===== src/rtl/palette_video_out.sv =====
// rtl/palette_video_out.sv - two-stage palette lookup with a shadow palette committed on vsync
module palette_video_out #(
  parameter int   NUM_PAL     = 4,
  parameter int   PAL_ENTRIES = 8,
  parameter int   NUM_COLORS  = 64,
  parameter int   CH_W        = 8,
  parameter int   ACTIVE_W    = 512,
  parameter int   ACTIVE_H    = 480,
  parameter int   COORD_W     = 10,
  parameter logic SYNC_IDLE   = 1'b1,
  parameter int   PI_W        = $clog2(NUM_PAL) + $clog2(PAL_ENTRIES),
  parameter int   CI_W        = $clog2(NUM_COLORS)
) (
  input  logic                clk,
  input  logic                reset_n,
  input  logic [PI_W-1:0]     pix_in,
  input  logic [COORD_W-1:0]  x_in,
  input  logic [COORD_W-1:0]  y_in,
  input  logic                hsync_in,
  input  logic                vsync_in,
  input  logic                de_in,
  input  logic                pal_wr_en,
  input  logic [PI_W-1:0]     pal_wr_addr,
  input  logic [CI_W-1:0]     pal_wr_data,
  input  logic                col_wr_en,
  input  logic [CI_W-1:0]     col_wr_addr,
  input  logic [3*CH_W-1:0]   col_wr_data,
  input  logic [3*CH_W-1:0]   border,
  output logic                commit_pending,
  output logic [CH_W-1:0]     r_out,
  output logic [CH_W-1:0]     g_out,
  output logic [CH_W-1:0]     b_out,
  output logic                hsync_out,
  output logic                vsync_out,
  output logic                de_out
);

  localparam int PAL_DEPTH = NUM_PAL * PAL_ENTRIES;
  localparam logic [COORD_W-1:0] X_LIM = COORD_W'(ACTIVE_W);
  localparam logic [COORD_W-1:0] Y_LIM = COORD_W'(ACTIVE_H);

  logic [CI_W-1:0]   live_pal   [PAL_DEPTH];
  logic [CI_W-1:0]   shadow_pal [PAL_DEPTH];
  logic [3*CH_W-1:0] colours    [NUM_COLORS];
  logic              pending;

  logic [CI_W-1:0]   s1_idx;
  logic              s1_win;
  logic [3*CH_W-1:0] s2_rgb;
  logic              hs_d1, hs_d2, vs_d1, vs_d2, de_d1, de_d2;

  logic              commit_edge;
  logic              do_commit;

  // vs_d1 is last cycle's vsync_in, so it doubles as the edge detector history
  assign commit_edge = (vs_d1 == SYNC_IDLE) && (vsync_in != SYNC_IDLE);
  assign do_commit   = commit_edge && pending;

  always_ff @(posedge clk or negedge reset_n) begin
    if (!reset_n) begin
      for (int i = 0; i < PAL_DEPTH; i++) begin
        live_pal[i]   <= '0;
        shadow_pal[i] <= '0;
      end
      pending <= 1'b0;
    end else begin
      // live copy samples shadow before any same-cycle write lands
      if (do_commit) begin
        for (int i = 0; i < PAL_DEPTH; i++) begin
          live_pal[i] <= shadow_pal[i];
        end
      end
      if (pal_wr_en) begin
        shadow_pal[pal_wr_addr] <= pal_wr_data;
      end
      if (pal_wr_en) begin
        pending <= 1'b1;
      end else if (do_commit) begin
        pending <= 1'b0;
      end
    end
  end

  // master colour table is deliberately left unreset
  always_ff @(posedge clk) begin
    if (col_wr_en) begin
      colours[col_wr_addr] <= col_wr_data;
    end
  end

  always_ff @(posedge clk or negedge reset_n) begin
    if (!reset_n) begin
      s1_idx <= '0;
      s1_win <= 1'b0;
      s2_rgb <= '0;
      hs_d1  <= SYNC_IDLE;
      hs_d2  <= SYNC_IDLE;
      vs_d1  <= SYNC_IDLE;
      vs_d2  <= SYNC_IDLE;
      de_d1  <= 1'b0;
      de_d2  <= 1'b0;
    end else begin
      s1_idx <= live_pal[pix_in];
      s1_win <= (x_in < X_LIM) && (y_in < Y_LIM);
      if (!de_d1) begin
        s2_rgb <= '0;
      end else if (s1_win) begin
        s2_rgb <= colours[s1_idx];
      end else begin
        s2_rgb <= border;
      end
      hs_d1 <= hsync_in;
      hs_d2 <= hs_d1;
      vs_d1 <= vsync_in;
      vs_d2 <= vs_d1;
      de_d1 <= de_in;
      de_d2 <= de_d1;
    end
  end

  assign r_out          = s2_rgb[3*CH_W-1 -: CH_W];
  assign g_out          = s2_rgb[2*CH_W-1 -: CH_W];
  assign b_out          = s2_rgb[CH_W-1:0];
  assign hsync_out      = hs_d2;
  assign vsync_out      = vs_d2;
  assign de_out         = de_d2;
  assign commit_pending = pending;

endmodule


===== config.mk =====
export PLATFORM = sky130hd
export DESIGN_NAME = palette_video_out
export DESIGN_NICKNAME = d
export VERILOG_FILES = /design/src/rtl/palette_video_out.sv
export SDC_FILE = /design/constraint.sdc
export NUM_CORES = 2
export LEC_CHECK = 0
export BUFFER_PORTS_ARGS = -buffer_cell sky130_fd_sc_hd__buf_2
export CAP_MARGIN = 20
export CORE_MARGIN = 3
export CORE_UTILIZATION = 40
export DETAILED_ROUTE_END_ITERATION = 10
export REMOVE_ABC_BUFFERS = 1
export SYNTH_ARGS = -nofsm -noshare
export SYNTH_HDL_FRONTEND = slang
export SYNTH_SLANG_ARGS = --single-unit

===== constraint.sdc =====
create_clock -name clk -period 2.3 [get_ports clk]
set_clock_uncertainty 0.15 [all_clocks]
set_input_delay 0.345 -clock clk [delete_from_list [all_inputs] [get_ports clk]]
set_output_delay 0.345 -clock clk [all_outputs]
set_load 0.02 [all_outputs]

==> run summary <==
Status -> finished with violations
Failing checks -> negative setup slack
Net count of the finished layout -> 4710
CTS Buf Count -> 195
Critical Path AT -> 3.16 ns
Final WS setup -> -0.322 ns
Commonest non-fill, non-tap cells in the layout -> 1536 x edfxtp_1, 677 x mux2_2, 416 x dfrtp_1
Worst hold path type -> in2reg
Chip Height -> 442 um
# rows -> 159
Max Cap Violations -> 0
Number of global-route vias before repair -> 41400
Share of layout cells above drive strength 1 -> 43.8%
Drt first pass iters -> 7
Crit path capture type -> flip-flop
Main synth FF type -> edfxtp_1
Finish-stage setup viols -> 24
CP Capture Point -> s2_rgb[17]
Synth Warn # -> 0
Largest net degree at the start of global routing -> 90
Max Root-Sink Buffers -> 3
Critical Path Start Type -> flip-flop
R2r worst-path depth -> 8
Seq cells post-synth -> 1958
CTS root buf -> clkbuf_16
Vias -> 40300
Total power -> 98.2 mW
Clk slew on worst S/H paths -> 0.06 ns
Synth Instances -> 3955
Post-synth EDFFs -> 1536
Slew @ Worst Pin -> 1.09 ns
Avg WL per Cell -> 27.1 um
Max IR drop VDD -> 0.000640 V
Die X -> 442 um
PwrDens -> 1050 mW/mm2
# H-tree levels -> 4
Synth Area per Inst -> 19.3 um2
Initial antenna violation count -> 13
# placed instances -> 6813
Clock latency on the worst-skew pair -> 0.82 ns
I/O pin cnt -> 125
Crit path max fanout -> 6
Tmin final -> 2.62 ns
Worst setup path class -> reg2reg
Register area share after synthesis -> 74.4%
Headroom to the max-slew limit -> 27.3%
Die area -> 0.196 mm2
Reg2Reg Setup Slack -> -0.32 ns
Crit path from -> s1_idx[0]
Vias/cell -> 5.53
Initial Util -> 40.4%
RD Place Congestion -> 0.818
Area of the core -> 0.189 mm2
Final Slew Violations -> 0
Cell leakage power -> 32.5 nW
First-pass GRT wire length -> 289 mm
Worst EP required -> 2.83 ns
Most common cell after layout, fill and taps aside -> edfxtp_1
Multi-input logic area -> 0.0198 mm2
Hpwl dp -> 119 mm
Tot GR Track Use -> 20.1%
Final ANT Viol Nets -> 0
Reg2reg end -> s2_rgb[17]
Max Freq -> 0.381 GHz
# DRC -> 0
Crit share post-route -> 114%
Fillers -> 15200
Post-synth ARST share -> 21.6%
Routed WL -> 198 mm
Syn-to-layout area delta -> 22.7%
CTS sink cnt -> 1958
RSZ-0062 raised after global routing -> true
Total congestion overflow -> 0
Post-synth cell types -> 36
CTS tree -> built
Fin cells -> 7280
FF/Latch Area -> 0.0567 mm2
Netlist Area Pre-Place -> 0.0762 mm2
Endpoints failing hold -> 0
R2r startpoint -> s1_idx[0]
DR iter-0 viols -> 3481
IO Port Bufs -> 110
-- synthesized netlist by cell type, types with 2 or more instances --
master	number	area share (%)
nor3_1	100	0.66
nand3b_1	32	0.32
nand2_1	24	0.12
a22oi_1	48	0.47
a211oi_1	96	0.95
o22ai_1	96	0.79
o21ai_1	9	0.059
buf_2	54	0.35
nor3b_1	5	0.049
buf_6	5	0.074
and3_1	2	0.016
nor2b_1	101	0.83
buf_1	20	0.099
buf_4	3	0.030
clkbuf_1	156	0.77
nand2b_1	6	0.049
o221ai_1	24	0.28
and3b_1	2	0.023
nand3_1	8	0.053
a22o_1	48	0.55
mux4_2	252	7.5
nand4_1	2	0.016
nor2_1	83	0.41
o31ai_1	48	0.47
mux2_2	678	10
dfrtp_1	418	14
edfxtp_1	1536	61
or3b_2	2	0.023
dfstp_2	4	0.14
o21ai_0	87	0.57
-- worst min-delay path by stage --
stage                    startpoint               to  slack [ns]  depth (start not counted)
finish              col_wr_data[17]  colours[44][17]        0.04                          2
global route        col_wr_data[17]  colours[44][17]        0.03                          2
CTS                 col_wr_data[17]  colours[44][17]        0.01                          2
detailed placement          reset_n   shadow_pal[35]        0.09                          1
global placement            reset_n   shadow_pal[41]        0.09                          1
floorplan                   reset_n   commit_pending       -0.10                          0
-- sequential cells by signal, summed over array words and instances (netlist names) --
signal,flops
colours,1536
live_pal,192
shadow_pal,192
s2_rgb,24
s1_idx,6
commit_pending,1
de_d1,1
de_out,1
hs_d1,1
hsync_out,1
s1_win,1
vs_d1,1
vsync_out,1
-- where the power goes --
group | total [mW] | switching, mW | internal (mW)
combinational | 26.1 | 13.2 | 12.8
sequential | 41.2 | 0.986 | 40.2
clock | 31.0 | 13.5 | 17.6
-- final cells by class --
type	instances	area share (%)
antenna	11	0.0294
clock buffer	262	5.68
multi-input combinational	1759	21.2
sequential	1958	60.7
clock inverter	96	1.05
tap	2495	3.34
timing repair buffer	699	8.08
-- worst max-delay path, cell delays in order (launching register included) --
cell,delay [ns]
dfrtp_4,0.53
buf_4,0.16
buf_12,0.13
bufbuf_16,0.28
mux4_2,0.42
a22oi_1,0.19
o31ai_1,0.21
nor3_1,0.30
o221ai_1,0.17
-- layer usage --
| metal | global-route usage (%) | part of all wire, % |
|---|---|---|
| met2 | 32.4 | 48 |
| met1 | 27.2 | 41 |
| met4 | 6.03 | 2.9 |
| met3 | 5.01 | 8.0 |
| met5 | 0.440 | 0.065 |
-- metrics by stage --
stage / utilization [%] / hold slack (ns) / area [um2] / setup TNS [ns] / setup WS, ns
3_5_place_dp: 44.8 / 0.0931 / 84400 / -17.45 / -0.951
3_3_place_gp: 44.8 / 0.0924 / 84400 / -17.19 / -0.928
2_1_floorplan: - / -0.101 / 75100 / -1293.24 / -13.28
6_report: 49.6 / 0.0351 / 93500 / -6.28 / -0.322
4_1_cts: 49.4 / 0.0122 / 93300 / -6.14 / -0.310
5_1_grt: 49.6 / 0.0317 / 93500 / -7.73 / -0.370
-- cells by family after synthesis --
logic type | count (synthesis) | synth area share, %
compound gates | 457 | 4.15
simple gates | 372 | 2.61
buf+inv | 238 | 1.33
flops | 1958 | 74.4
mux | 930 | 17.5
-- what timing repair did --
item	4_1_cts	5_1_grt
hold endpoints to repair	1151	0
cloned	15	2
resized for setup	261	33
pin swaps	63	11
endpoints found under the setup margin	24	24
hold buffers	53	0
buffers inserted	41	3
(Power assumes the default switching activity.)
